## config.mk

```make
export PLATFORM = sky130hd
export DESIGN_NAME = banco_registradores
export DESIGN_NICKNAME = d
export VERILOG_FILES = /design/src/rtl/regbank_pkg.sv /design/src/rtl/regbank_clear_fsm.sv /design/src/rtl/banco_registradores.sv
export SDC_FILE = /design/constraint.sdc
export NUM_CORES = 1
export LEC_CHECK = 0
export CORE_MARGIN = 2
export CORE_UTILIZATION = 60
export DETAILED_ROUTE_END_ITERATION = 7
export PLACE_DENSITY = 0.8
export SYNTH_ARGS = -nofsm -noshare
export SYNTH_HDL_FRONTEND = slang
export SYNTH_SLANG_ARGS = --single-unit
```

## constraint.sdc

```tcl
create_clock -name clk -period 6.2 [get_ports clk]
set_clock_uncertainty 0.2 [all_clocks]
set_input_delay 1.86 -clock clk [delete_from_list [all_inputs] [get_ports clk]]
set_output_delay 1.86 -clock clk [all_outputs]
set_load 0.01 [all_outputs]
```

## src/rtl/regbank_pkg.sv

```systemverilog
// Shared defaults and clear-sequencer state encoding for the MIPS register bank.
package regbank_pkg;

  localparam int DEF_DATA_W = 32;
  localparam int DEF_ADDR_W = 5;

  typedef enum logic {
    ST_CLEAR = 1'b0,
    ST_RUN   = 1'b1
  } regbank_state_t;

endpackage

```

## src/rtl/regbank_clear_fsm.sv

```systemverilog
// Post-reset clear sequencer: walks idx across every entry, one per cycle, with busy held high.
module regbank_clear_fsm
  import regbank_pkg::*;
#(
  parameter int ADDR_W = DEF_ADDR_W
) (
  input  logic              clk,
  input  logic              reset,
  output regbank_state_t    state,
  output logic [ADDR_W-1:0] idx,
  output logic              busy
);

  localparam logic [ADDR_W-1:0] LAST_IDX = ADDR_W'((1 << ADDR_W) - 1);

  // Leaving CLEAR is keyed on the last index, not on idx wrapping to zero.
  always_ff @(posedge clk) begin
    if (reset) begin
      state <= ST_CLEAR;
      idx   <= '0;
      busy  <= 1'b1;
    end else begin
      case (state)
        ST_CLEAR: begin
          idx <= idx + 1'b1;
          if (idx == LAST_IDX) begin
            state <= ST_RUN;
            busy  <= 1'b0;
          end
        end
        ST_RUN: begin
          busy <= 1'b0;
        end
      endcase
    end
  end

endmodule

```

## src/rtl/banco_registradores.sv

```systemverilog
// 32-entry MIPS register bank: two combinational read ports, one synchronous write port.
// Define REGBANK_WRITE_BYPASS_EN for write-first reads; otherwise reads are read-first.
module banco_registradores
  import regbank_pkg::*;
#(
  parameter int DATA_W = DEF_DATA_W,
  parameter int ADDR_W = DEF_ADDR_W
) (
  input  logic              clk,
  input  logic              reset,
  input  logic              reg_write,
  input  logic [ADDR_W-1:0] read_reg1,
  input  logic [ADDR_W-1:0] read_reg2,
  input  logic [ADDR_W-1:0] write_reg,
  input  logic [DATA_W-1:0] write_data,
  output logic [DATA_W-1:0] read_data1,
  output logic [DATA_W-1:0] read_data2,
  output logic              busy
);

  localparam int NUM_REGS = 1 << ADDR_W;

`ifdef REGBANK_WRITE_BYPASS_EN
  localparam bit BYPASS = 1'b1;
`else
  localparam bit BYPASS = 1'b0;
`endif

  logic [DATA_W-1:0] mem [NUM_REGS];
  regbank_state_t    state;
  logic [ADDR_W-1:0] idx;
  logic              do_write;

  regbank_clear_fsm #(.ADDR_W(ADDR_W)) u_clear_fsm (
    .clk   (clk),
    .reset (reset),
    .state (state),
    .idx   (idx),
    .busy  (busy)
  );

  assign do_write = (state == ST_RUN) && reg_write && (write_reg != '0);

  // The reset edge itself writes nothing; CLEAR owns the array until it finishes.
  always_ff @(posedge clk) begin
    if (!reset) begin
      if (state == ST_CLEAR) begin
        mem[idx] <= '0;
      end else if (do_write) begin
        mem[write_reg] <= write_data;
      end
    end
  end

  always_comb begin
    read_data1 = '0;
    if (state == ST_RUN && read_reg1 != '0) begin
      if (BYPASS && do_write && write_reg == read_reg1) begin
        read_data1 = write_data;
      end else begin
        read_data1 = mem[read_reg1];
      end
    end
  end

  always_comb begin
    read_data2 = '0;
    if (state == ST_RUN && read_reg2 != '0) begin
      if (BYPASS && do_write && write_reg == read_reg2) begin
        read_data2 = write_data;
      end else begin
        read_data2 = mem[read_reg2];
      end
    end
  end

endmodule

```

-- Word level (Yosys, flattened, before mapping)
Memory sizes are Yosys's and may differ from the RTL's.
Index checks and enable logic that the tools add are counted.
W data, S select, Z words.
- flip-flop bits (word level): 7
- memory bits (writable): 1024
- input port bits: 50
- output and inout bits: 65
- logic and storage cells: 32
- memories kept: 1
- memories (name ; depth ; width ; read ports ; clocked after memory_dff ; wr ports ; line ; RTL):
    mem ; 32 ; 32 ; 2 ; 0 ; 1 ; banco_registradores.sv:29 ; logic [DATA_W-1:0] mem [NUM_REGS];
- add/subtract/negate cells: 1
- eq/ne operators: 2
- mux-type cells: 16
- bitwise logic cells: 1
- reduce and logical (&&, ||, !) cells: 8
- operators with widths (operator ; number):
    $mux W32 ; 3
    $reduce_or A32 Y1 ; 1
    $reduce_bool A5 Y1 ; 3
    $mux W1 ; 11
    $add A5 B1 Y5 const B ; 1
    $eq A5 B5 Y1 const B ; 1
    $mux W5 ; 1
    $logic_and A1 B1 Y1 ; 4
    $ne A2 B1 Y1 const B ; 1
    $pmux W1 S2 ; 1
    $not A1 Y1 ; 1

-- Depth between registers and ports, before layout
- depth in word-level cells: 8
- gate-level depth with buffers: 9
- gate-level depth less buffers: 6

-- Modules after synthesis
A second synthesis with hierarchy kept.
- cell total of the unflattened synthesis: 2384
- area, all modules: 48013.5 µm²
- by module, submodules not included (module ; instances ; cells an instance ; area each (µm²) ; sequential area each (µm²)):
    banco_registradores ; 1 ; 2358 ; 47718.3 ; 30749.5
    regbank_clear_fsm ; 1 ; 26 ; 295.3 ; 140.1

-- Worst setup path after synthesis
No wires, ideal clock.
- path type: input port to flip-flop
- from: input port write_reg[4]
- to: memory mem[14][0] in the netlist's numbering, enable pin
- library setup time: 0.461 ns
- data arrival time: 5.199 ns
- required time: 5.539 ns
- setup slack: 0.340 ns
- cell stages on the path: 5
- buffers on the path: 1
- cell sequence: clkbuf_1 > nor3_2 > a21oi_1 > mux2_2 > nor3_1
- word-level cells in the longest chain between the ends: 8
- elaborated cells between the ends (all ways): 9
- classes of those cells: mux (6); reduce/logical (3)
- RTL lines (what ; line ; RTL):
    start: declaration ; banco_registradores.sv:14 ; input logic [ADDR_W-1:0] write_reg,
    $reduce_bool A5 Y1 ; banco_registradores.sv:42 ; assign do_write = (state == ST_RUN) && reg_write && (write_reg != '0);
    $logic_and A1 B1 Y1 ; banco_registradores.sv:42 ;
    $mux W1 ; banco_registradores.sv:49 ; end else if (do_write) begin
    $mux W1 ; banco_registradores.sv:47 ; if (state == ST_CLEAR) begin
    $mux W1 ; banco_registradores.sv:46 ; if (!reset) begin
    $mux W1 (not written as such) ; banco_registradores.sv:50 ; mem[write_reg] <= write_data;
    $reduce_or A32 Y1 (no source line) ; n/a ;
    $mux W5 (no source line) or $mux W1 (tied branches) ; n/a ;
    end: declaration ; banco_registradores.sv:29 ;
Parallel ways exist; a longest one is shown, timed or not.

-- Worst setup path in the final report
- from: input port read_reg1[1]
- to: output port read_data1[10]
- word-level cells in the longest chain between the ends: 3
- elaborated cells between the ends (all ways): 4
- classes of those cells: mux (1); reduce/logical (2); memory (1)
- RTL lines (what ; line ; RTL):
    start: declaration ; banco_registradores.sv:12 ; input logic [ADDR_W-1:0] read_reg1,
    branches (longest 2 deep; another with $mem_v2 Z32 W32) ; n/a ;
    $mux W32 (*) ; banco_registradores.sv:57 ; if (state == ST_RUN && read_reg1 != '0) begin
    end: declaration ; banco_registradores.sv:16 ; output logic [DATA_W-1:0] read_data1,
Mark *: on every way between the ends.

==> parameters.txt <==
Parameter                              Value

Status
  Run status    finished with violations
  Failing checks    setup timing

GRT
  Overall global routing resource usage    0.374
  Remaining global-route overflow    0
  Pin count of the biggest net entering global routing    53
  Vias in the first global route    31,419
  First-pass GRT wire length    219,000 um
  Antenna violations before repair    5

Worst hold path
  Class of the tightest hold or removal check    flop to flop

Drt
  Final antenna-violating net count    0
  Final wirelength    roughly 150,000 um
  Via Count    slightly above 30,000
  Number of iterations in the first detailed-routing pass    6
  Vias per std cell    between 7 and 8
  DRC violation count after routing    0
  Routed length per instance    37.7 um
  Number of DRC markers after the initial detailed-route iteration    between 4,000 and 5,000

Run
  Number of violations of the max-capacitance limit    0

Setup path
  Worst R2R Setup Slack    around 2700 ps
  Nature of the critical path endpoint    output pin
  Max incr delay on CP    around 600 ps
  Cell type of the slowest stage on the worst timing path    sky130_fd_sc_hd__clkdlybuf4s50_1
  Top cell by count, worst path    sky130_fd_sc_hd__buf_16
  Sort of element at the start of the critical path    input pin
  Cells traversed along the worst timing path    buf_12, buf_16, buf_16, mux4_2, mux2i_1, buf_4, a211o_1, a31oi_1, clkdlybuf4s50_1
  Required @ worst endpoint    around 4100 ps
  Worst setup path category    input pin to output pin
  Data arrival time of the critical path    between 4000 and 5000 ps
  Largest fanout on the critical path    17

STA
  Max transition margin    0.270
  Transition at the pin with the smallest max-transition slack    between 1000 and 1500 ps
  Worst path setup slack after routing    -18.4 ps
  Final count of negative-setup-slack endpoints    3
  Maximum clock frequency    between 150 and 200 MHz
  Final count of pins violating max slew    0
  Final critical delay including setup and external delays    6220 ps
  Count of endpoints failing hold in the final timing report    0
  Worst hold slack after final layout    between 300 and 400 ps
  Portion of the clock cycle consumed by the worst path in the final layout    1.00

Placement
  Global placer's final weighted congestion    slightly above 0.9
  Half-perimeter wire length after placement    approximately 90,000 um
  Port-buffer cells    roughly 110

Floorplanning
  Height of the die    approximately 290 um
  Die width    288 um
  Starting density of the core    0.605
  # IOs    around 120
  Placeable Area    80,300 um2
  Area enclosed by the die boundary    83,200 um2
  Number of rows created at floorplan    104

Clock network
  Number of buffers inserted by hold repair at cts    0
  Clk pin slew, worst setup/hold paths    ~70 ps
  Max Root-Sink Buffers    3
  Number of levels in the clock H-tree    3
  CTS Buf Count    ~100
  Clk Latency, worst-skew pair    680 ps
  Clock tree from TritonCTS    yes
  Clock net sink count    approximately 1,000
  Root buffer cell    sky130_fd_sc_hd__clkbuf_16

Finish
  Number of nets in the layout    roughly 3,000
  Commonest non-fill, non-tap cells in the layout    sky130_fd_sc_hd__edfxtp_1 (1,024), sky130_fd_sc_hd__mux4_2 (412), sky130_fd_sc_hd__mux2i_1 (319), sky130_fd_sc_hd__buf_4 (246), sky130_fd_sc_hd__clkbuf_16 (108)
  Share of final-layout standard cells stronger than drive strength 1    0.352
  Synthesis-to-finish area growth    19.0%
  Commonest non-fill, non-tap cell in the layout    sky130_fd_sc_hd__edfxtp_1
  Filler Cell Count    ~4,500
  Final cell utilization of the core    0.719

Power
  Pwr dens    262 nW/um2
  Total Power Consumption    roughly 15 mW
  Peak VDD IR    approximately 0.00026 V
  Leakage power    around 18 nW

Synth
  Mapped Cells    about 2,600
  Distinct cells, synth    52
  Dominant synthesized flop cell    sky130_fd_sc_hd__edfxtp_1
  Number of register bits inferred by synthesis    between 1,000 and 1,500
  Post-synthesis sequential area ratio    0.636
  Post-Syn Area    ~49,000 um2
  Yosys warns    0
  Async SR Flop Fraction    0
  Average size of a mapped cell    around 19 um2
  Synth Net Count    2,643
  Number of enable flip-flop cells after synthesis    around 1,000
logic make-up after synthesis:
| kind of cell | count (synthesis) | share of synthesized area |
|---|---|---|
| fa+ha+maj | 2 | 0.000516 |
| flops | 1031 | 0.636 |
| compound gates | 259 | 0.0389 |
| buf+inv | 208 | 0.0226 |
| xor+xnor | 3 | 0.000541 |
| simple gates | 304 | 0.0318 |
| mux | 784 | 0.269 |
power breakdown:
group,switching (mW),leakage (nW),internal [mW]
Combinational,0.542,8.37,0.506
Clock,2.68,1.69,3.80
Sequential,0.0252,8.03,7.60
Total,3.24,18.1,11.9
state kept, by name, indices dropped and copies added (netlist names):
register           count
mem                 1024
u_clear_fsm.busy       1
u_clear_fsm.idx        5
u_clear_fsm.state      1
cells in the mapped netlist (6+ instances only):
cell type	n	area, um2
sky130_fd_sc_hd__a211o_1	25	219
sky130_fd_sc_hd__a211oi_1	7	52.6
sky130_fd_sc_hd__a21oi_1	38	190
sky130_fd_sc_hd__a22oi_1	70	526
sky130_fd_sc_hd__a31oi_1	32	200
sky130_fd_sc_hd__and2_1	35	219
sky130_fd_sc_hd__buf_1	6	22.5
sky130_fd_sc_hd__buf_2	83	415
sky130_fd_sc_hd__buf_4	33	248
sky130_fd_sc_hd__buf_6	11	124
sky130_fd_sc_hd__clkbuf_1	69	259
sky130_fd_sc_hd__dfxtp_1	7	140
sky130_fd_sc_hd__edfxtp_1	1024	30700
sky130_fd_sc_hd__mux2_2	48	541
sky130_fd_sc_hd__mux2i_1	324	3240
sky130_fd_sc_hd__mux4_2	412	9280
sky130_fd_sc_hd__nand2_1	73	274
sky130_fd_sc_hd__nand3_1	53	265
sky130_fd_sc_hd__nand4_1	13	81.3
sky130_fd_sc_hd__nor2_1	47	176
sky130_fd_sc_hd__nor2b_1	19	119
sky130_fd_sc_hd__nor3_1	16	80.1
sky130_fd_sc_hd__o221ai_1	26	228
sky130_fd_sc_hd__o22a_1	19	166
sky130_fd_sc_hd__o22ai_1	31	194
sky130_fd_sc_hd__or2_2	22	138
per-layer routing:
layer,routed length (um),GRT usage,vias to the layer above
met5,30,0,-
met3,23000,0.0998,526
li1,-,-,11721
met4,8360,0.181,4
met1,50200,0.500,15837
met2,72400,0.582,2832
final cells by class:
class	count	area, um2	share of cell area
multi-input cells	1352	17000	0.295
well taps	1060	1330	0.0230
flip-flops and latches	1031	30900	0.535
inverters	4	15.0	0.000260
clock inverters	72	785	0.0136
repair buffers	452	4970	0.0860
diodes	1	2.50	0.0000433
clock buffers	116	2710	0.0470
critical path: cells and delay by family:
| kind | cells | cell delay, ps |
|---|---|---|
| AO/OA/AOI/OAI | 2 | 540 |
| multiplexers | 2 | 430 |
| buffers and inverters | 5 | 1270 |
metrics by stage:
step	instance area (um2)	setup WS (ps)	cells	TNS, ps
6_report	57700	-18.4	4088	-24.8
3_3_place_gp	53600	-496	3888	-7810
4_1_cts	57500	1.00	4086	0
5_1_grt	57700	-5.01	4087	-7.48
2_1_floorplan	48500	340	2591	0
3_5_place_dp	53600	-525	3888	-8590
timing repair:
| action | CTS | global route |
|---|---|---|
| cloned | 6 | 1 |
| pin swaps | 0 | 2 |
| resized for setup | 75 | 39 |
| setup endpoints to repair | 49 | 31 |
| setup buffers | 4 | 0 |
| endpoints found under the hold margin | 0 | 0 |
path summary, 6_finish.rpt:
kind	start	end	depth (start not counted)
min reg2reg	u_clear_fsm.idx[1]	u_clear_fsm.idx[1]	2
max reg2reg	u_clear_fsm.state	mem[13][12]	7
max	read_reg1[1]	read_data1[10]	9
min	u_clear_fsm.idx[1]	u_clear_fsm.idx[1]	2
(Power assumes the default switching activity.)
